$ cat src/rtl/baud_rate_gen.sv
// Baud-rate tick generator: bit-rate and oversampled strobes from
// two independent dividers that restart whenever enable drops.
module baud_rate_gen #(
  parameter int CLK_FREQ_HZ  = 50_000_000,
  parameter int BAUD_RATE    = 115200,
  parameter int OVERSAMPLING = 16
) (
  input  logic clk,
  input  logic rst_n,
  input  logic enable,
  output logic tick,
  output logic tick_16x
);

  // Guarded operands keep elaboration alive long enough to report.
  localparam int BR  = (BAUD_RATE > 0) ? BAUD_RATE : 1;
  localparam int OVS = (OVERSAMPLING > 0) ? OVERSAMPLING : 1;

  localparam int BAUD_DIV_RAW = CLK_FREQ_HZ / BR - 1;
  localparam int DIV_16X_RAW  = CLK_FREQ_HZ / (BR * OVS) - 1;

  localparam int BAUD_DIV =
    (BAUD_DIV_RAW > 0) ? BAUD_DIV_RAW : 0;
  localparam int BAUD_DIV_16X =
    (DIV_16X_RAW > 0) ? DIV_16X_RAW : 0;

  localparam int CW =
    (BAUD_DIV > 0) ? $clog2(BAUD_DIV + 1) : 1;
  localparam int CW16 =
    (BAUD_DIV_16X > 0) ? $clog2(BAUD_DIV_16X + 1) : 1;

  localparam logic [CW-1:0]   CMAX   = CW'(BAUD_DIV);
  localparam logic [CW16-1:0] CMAX16 = CW16'(BAUD_DIV_16X);

  if (BAUD_RATE == 0 || OVERSAMPLING == 0) begin : g_bad_rate
    $error("baud_rate_gen: BAUD_RATE and OVERSAMPLING must be nonzero");
  end

  if (CLK_FREQ_HZ < BAUD_RATE * OVERSAMPLING) begin : g_bad_clk
    $error("baud_rate_gen: CLK_FREQ_HZ below BAUD_RATE*OVERSAMPLING");
  end

  logic [CW-1:0]   cnt_q, cnt_d;
  logic [CW16-1:0] cnt_16x_q, cnt_16x_d;
  logic            tick_q, tick_d;
  logic            tick_16x_q, tick_16x_d;

  always_comb begin
    cnt_d  = '0;
    tick_d = 1'b0;
    if (enable) begin
      if (cnt_q == CMAX) begin
        tick_d = 1'b1;
      end else begin
        cnt_d = cnt_q + 1'b1;
      end
    end
  end

  always_comb begin
    cnt_16x_d  = '0;
    tick_16x_d = 1'b0;
    if (enable) begin
      if (cnt_16x_q == CMAX16) begin
        tick_16x_d = 1'b1;
      end else begin
        cnt_16x_d = cnt_16x_q + 1'b1;
      end
    end
  end

  always_ff @(posedge clk or negedge rst_n) begin
    if (!rst_n) begin
      cnt_q      <= '0;
      cnt_16x_q  <= '0;
      tick_q     <= 1'b0;
      tick_16x_q <= 1'b0;
    end else begin
      cnt_q      <= cnt_d;
      cnt_16x_q  <= cnt_16x_d;
      tick_q     <= tick_d;
      tick_16x_q <= tick_16x_d;
    end
  end

  assign tick     = tick_q;
  assign tick_16x = tick_16x_q;

endmodule

$ cat config.mk
export PLATFORM = sky130hd
export DESIGN_NAME = baud_rate_gen
export DESIGN_NICKNAME = d
export VERILOG_FILES = /design/src/rtl/baud_rate_gen.sv
export SDC_FILE = /design/constraint.sdc
export NUM_CORES = 1
export LEC_CHECK = 0
export CORE_UTILIZATION = 45
export CTS_CLUSTER_DIAMETER = 60
export CTS_CLUSTER_SIZE = 20
export DETAILED_ROUTE_END_ITERATION = 16
export GPL_TIMING_DRIVEN = 0
export PLACE_DENSITY_LB_ADDON = 0.12
export SLEW_MARGIN = 10
export SYNTH_ARGS = -nofsm -noshare
export SYNTH_HDL_FRONTEND = slang
export SYNTH_SLANG_ARGS = --single-unit
$ cat constraint.sdc
create_clock -name clk -period 2 [get_ports clk]
set_clock_uncertainty 0.05 [all_clocks]
set_input_delay 0.4 -clock clk [delete_from_list [all_inputs] [get_ports clk]]
set_output_delay 0.4 -clock clk [all_outputs]
set_load 0.1 [all_outputs]
; Word level (Yosys, flattened, before mapping)
; Index checks and enable logic that the tools add are counted.
[op_classes]
add_sub_neg = 2
eq_ne = 2
mux = 8
[ops]
columns = op, n
row1 = $mux 9, 2
row2 = $mux 5, 2
row3 = $add 9x1->9 const B, 1
row4 = $eq 9x9->1 const B, 1
row5 = $add 5x1->5 const B, 1
row6 = $eq 5x5->1 const B, 1
row7 = $mux 1, 4
[totals]
reg_bits = 16
input_bits = 3
out_inout_bits = 2
word_cells = 16

; Longest topological paths before layout
; Gate-level depths: netlist of run 1.
[depth]
ltp_word = 3
mapped_depth = 5
ltp_nobuf = 5

; Worst setup path before layout of run 1
; OpenSTA, ideal clock, no wires.
[synth_path]
path_kind = register -> register
from = register cnt_q[3]
to = register cnt_q[2]
setup_time_ns = 0.133
arrival_time_ns = 1.376
t_required_ns = 1.817
setup_slack_ns = 0.442
stages_incl_launch_ff = 5
n_path_buf = 1
period_less_slack_ns = 1.558
path_cell_list = dfrtp_1 -> buf_6 -> or4b_4 -> o31ai_4 -> nor2_1
[synth_between]
elab_chain_cells = 3
[synth_rtl]
columns = element, line
row1 = start: declaration, 43  ; logic [CW-1:0] cnt_q, cnt_d;
row2 = start signal: assignment, 79  ; cnt_q <= cnt_d;
row3 = $eq 9x9->1, 52  ; if (cnt_q == CMAX) begin
row4 = $mux 9, 52
row5 = $mux 9, 51  ; if (enable) begin
row6 = named net cnt_d[2], 43
; The timed path passes the listed nets, and every way through them passes these cells.

; Worst setup path in the final report of run 1
[layout_path]
from = register tick_16x_q, in the netlist tick_16x
to = output tick_16x
[layout_lines]
columns = element, line
row1 = start: declaration, 46  ; logic tick_16x_q, tick_16x_d;
row2 = start signal: assignment, 82  ; tick_16x_q <= tick_16x_d;
row3 = end: declaration, 12  ; output logic tick_16x
; No word-level cell between the ends.

==> results of run 1 <==
==> worst min-delay path by stage <==
stage	startpoint	to	cells past startpoint
global route	cnt_q[0]$_DFF_PN0_	cnt_q[0]$_DFF_PN0_	1
CTS	cnt_16x_q[0]$_DFF_PN0_	cnt_16x_q[0]$_DFF_PN0_	1
floorplan	rst_n	cnt_16x_q[0]$_DFF_PN0_	0
detailed placement	cnt_16x_q[0]$_DFF_PN0_	cnt_16x_q[0]$_DFF_PN0_	1
finish	cnt_16x_q[0]$_DFF_PN0_	cnt_16x_q[0]$_DFF_PN0_	1
global placement	cnt_16x_q[0]$_DFF_PN0_	cnt_16x_q[0]$_DFF_PN0_	1
==> repair_timing <==
item | 4_1_cts | 5_1_grt
setup endpoints to repair | 2 | 0
hold buffers | 0 | 0
setup buffers | 0 | 0
resized for setup | 2 | 0
endpoints found under the hold margin | 0 | 0
==> flip-flops by register name (all words and copies together) (netlist names) <==
name / cells
cnt_16x_q: 5
tick: 1
tick_16x: 1
cnt_q: 9
==> logic make-up after synthesis <==
family	count (synthesis)	synth area share, %
simple gates	30	20.4
compound gates	9	8.71
fa+ha+maj	4	6.70
buf+inv	5	3.52
flops	16	53.6
xor+xnor	6	7.04
==> cells in the mapped netlist (all sizes together) <==
cell type	n	area, um2
dfrtp	16	400
nor2	11	41.3
nand3	6	30.0
ha	4	50.1
inv	4	15.0
nand2	4	15.0
or3	4	25.0
xor2	4	35.0
a21oi	3	15.0
o21ai	3	15.0
nand4	2	12.5
xnor2	2	17.5
a31oi	1	6.26
buf	1	11.3
nand4b	1	8.76
nor4	1	6.26
o211ai	1	7.51
o31ai	1	21.3
or4b	1	13.8
==> per-layer routing <==
layer | GRT usage, % | wire length [um]
met1 | 20.9 | 626
met2 | 20.3 | 474
met3 | 2.98 | 53
met4 | 9.38 | 14
met5 | 0 | 0
==> metrics by stage <==
step | std cells | setup slack [ns] | util (%) | instance area (um2)
after floorplan | 70 | 0.442 | - | 747
after global placement | 90 | 0.125 | 53.0 | 807
after detailed placement | 90 | 0.127 | 53.0 | 807
after CTS | 93 | 0.0782 | 54.3 | 827
after global routing | 93 | 0.0476 | 54.3 | 827
final | 93 | 0.0954 | 54.3 | 827
==> cell type report <==
class	instances	area (um2)	share of cell area [%]
inverters	4	15.0	1.82
repair buffers	4	37.5	4.54
clock buffers	3	22.5	2.72
plain buffers	1	11.3	1.36
flip-flops and latches	16	400	48.4
well taps	16	20.0	2.42
multi-input cells	49	320	38.7
==> power by group through the flow <==
stage	registers [W]	clock network (W)	logic (W)
finish	0.000347	0.000172	0.0000481
global route	0.000349	0.000188	0.0000552
CTS	0.000347	0.000180	0.0000495
detailed placement	0.000353	0	0.0000493
global placement	0.000353	0	0.0000481
floorplan	0.000351	0	0.0000321
==> results.json, run 1 <==
{
  "dp_hpwl_um": 804,
  "power_switching_share_pct": 24.9,
  "avgViaCountPerCell": 5.41,
  "seqPwrFrac_pct": 61.2,
  "clk_pin_slew_ns": 0.09,
  "synth.distinct_cells": 19,
  "ant_nets": 0,
  "cp_top_family": "buffers and inverters",
  "path_cells": "dlygate4sd2_1",
  "tightestPinTransition_ns": 0.947,
  "start_util_pct": 49.0,
  "overflow": 0,
  "p_leak_nw": 0.372,
  "cp-startpoint": "tick_16x$_DFF_PN0_",
  "htree_levels": 1,
  "hold_class": "register to register",
  "critPathRequiredTime_ns": 1.55,
  "antenna_cells": 0,
  "rows": 14,
  "finalCritPeriodShare_pct": 95.2,
  "critPathMaxFanout": 1,
  "fin_nets": 86,
  "r2r_end": "cnt_q[4]$_DFF_PN0_",
  "die-width_um": 42.7,
  "hold_viol_final": 0,
  "grtUsageTotal_pct": 14.8,
  "port-buffer-count": 4,
  "power.density_nw_per_um2": 685,
  "drive_gt1_share_pct": 7.79,
  "worst_path_max_delay_cell": "dlygate4sd2_1",
  "reg2reg_from": "cnt_q[3]$_DFF_PN0_",
  "firstDrtPassIters": 4,
  "outcome": "completed",
  "whs_ns": 0.439,
  "cp.arrival_ns": 1.45,
  "via_count": 503,
  "cts_root_buffer": "clkbuf_4",
  "path_buf_inv": 1,
  "achievable-frequency_ghz": 0.525,
  "p_sw_w": 0.000141,
  "yosysWarningCount": 0,
  "grt_pass1_vias": 458,
  "yosysSeqAreaShare_pct": 53.6,
  "critPathCapture": "tick_16x",
  "grt_antenna_before_repair": 0,
  "peakVddDrop_uv": 389,
  "gp_congestion": 0.727,
  "internal-power_w": 0.000425,
  "drv_cap": 0,
  "grt_first_pass_wirelength_mm": 1.94,
  "drt_iter0_markers": 25,
  "die_h_um": 42.7,
  "syn2layout_area_growth_pct": 10.7,
  "slowest_delay_ns": 0.84,
  "wire_per_inst_um": 12.6,
  "synthCells": 70,
  "grt_max_degree": 17,
  "power.share.clock_pct": 30.3,
  "core_um2": 1520,
  "cts_tree": "done",
  "reg2reg_depth": 4,
  "fin_crit_ns": 1.90,
  "syn_nets": 77,
  "ys_ff_latch": 16,
  "io_pins": 5,
  "cts.sinks": 16,
  "numCtsBuffers": 3,
  "setup_viol": 0,
  "syn-cell-area_um2": 747,
  "maxSlewHeadroom_pct": 37.1,
  "wl_mm": 1.17,
  "final_common_cell": "dfrtp_1",
  "nFillCells": 142,
  "end_kind": "primary output",
  "start_kind": "register",
  "die_area_um2": 1830,
  "cts_buffer_depth": 2,
  "rrSetupSlack_ns": 0.30,
  "slew_violations": 0,
  "rsz0062_at_grt": "no",
  "syn_avg_cell_area_um2": 10.7,
  "pwr-share-comb_pct": 8.5,
  "cp_num_cells": 1,
  "worstSetupPathType": "register to primary output",
  "final_cell_mix": "dfrtp_1 (16), nor2_1 (11), nand3_1 (6)",
  "total_power_w": 0.000566,
  "drc": 0,
  "tns_ns": 0,
  "clock_latency_ns": 0.29
}
No activity file was read; power rests on OpenSTA's default activity.
==> run 2, diff against run 1 <==
--- a/config.mk
+++ b/config.mk
@@ -6,7 +6,6 @@
 export NUM_CORES = 1
 export LEC_CHECK = 0
 export CORE_UTILIZATION = 45
-export CTS_CLUSTER_DIAMETER = 60
 export CTS_CLUSTER_SIZE = 20
 export DETAILED_ROUTE_END_ITERATION = 16
 export GPL_TIMING_DRIVEN = 0
==> results of run 2 <==
Final layout, timing and power as in run 1 (identical DEF).
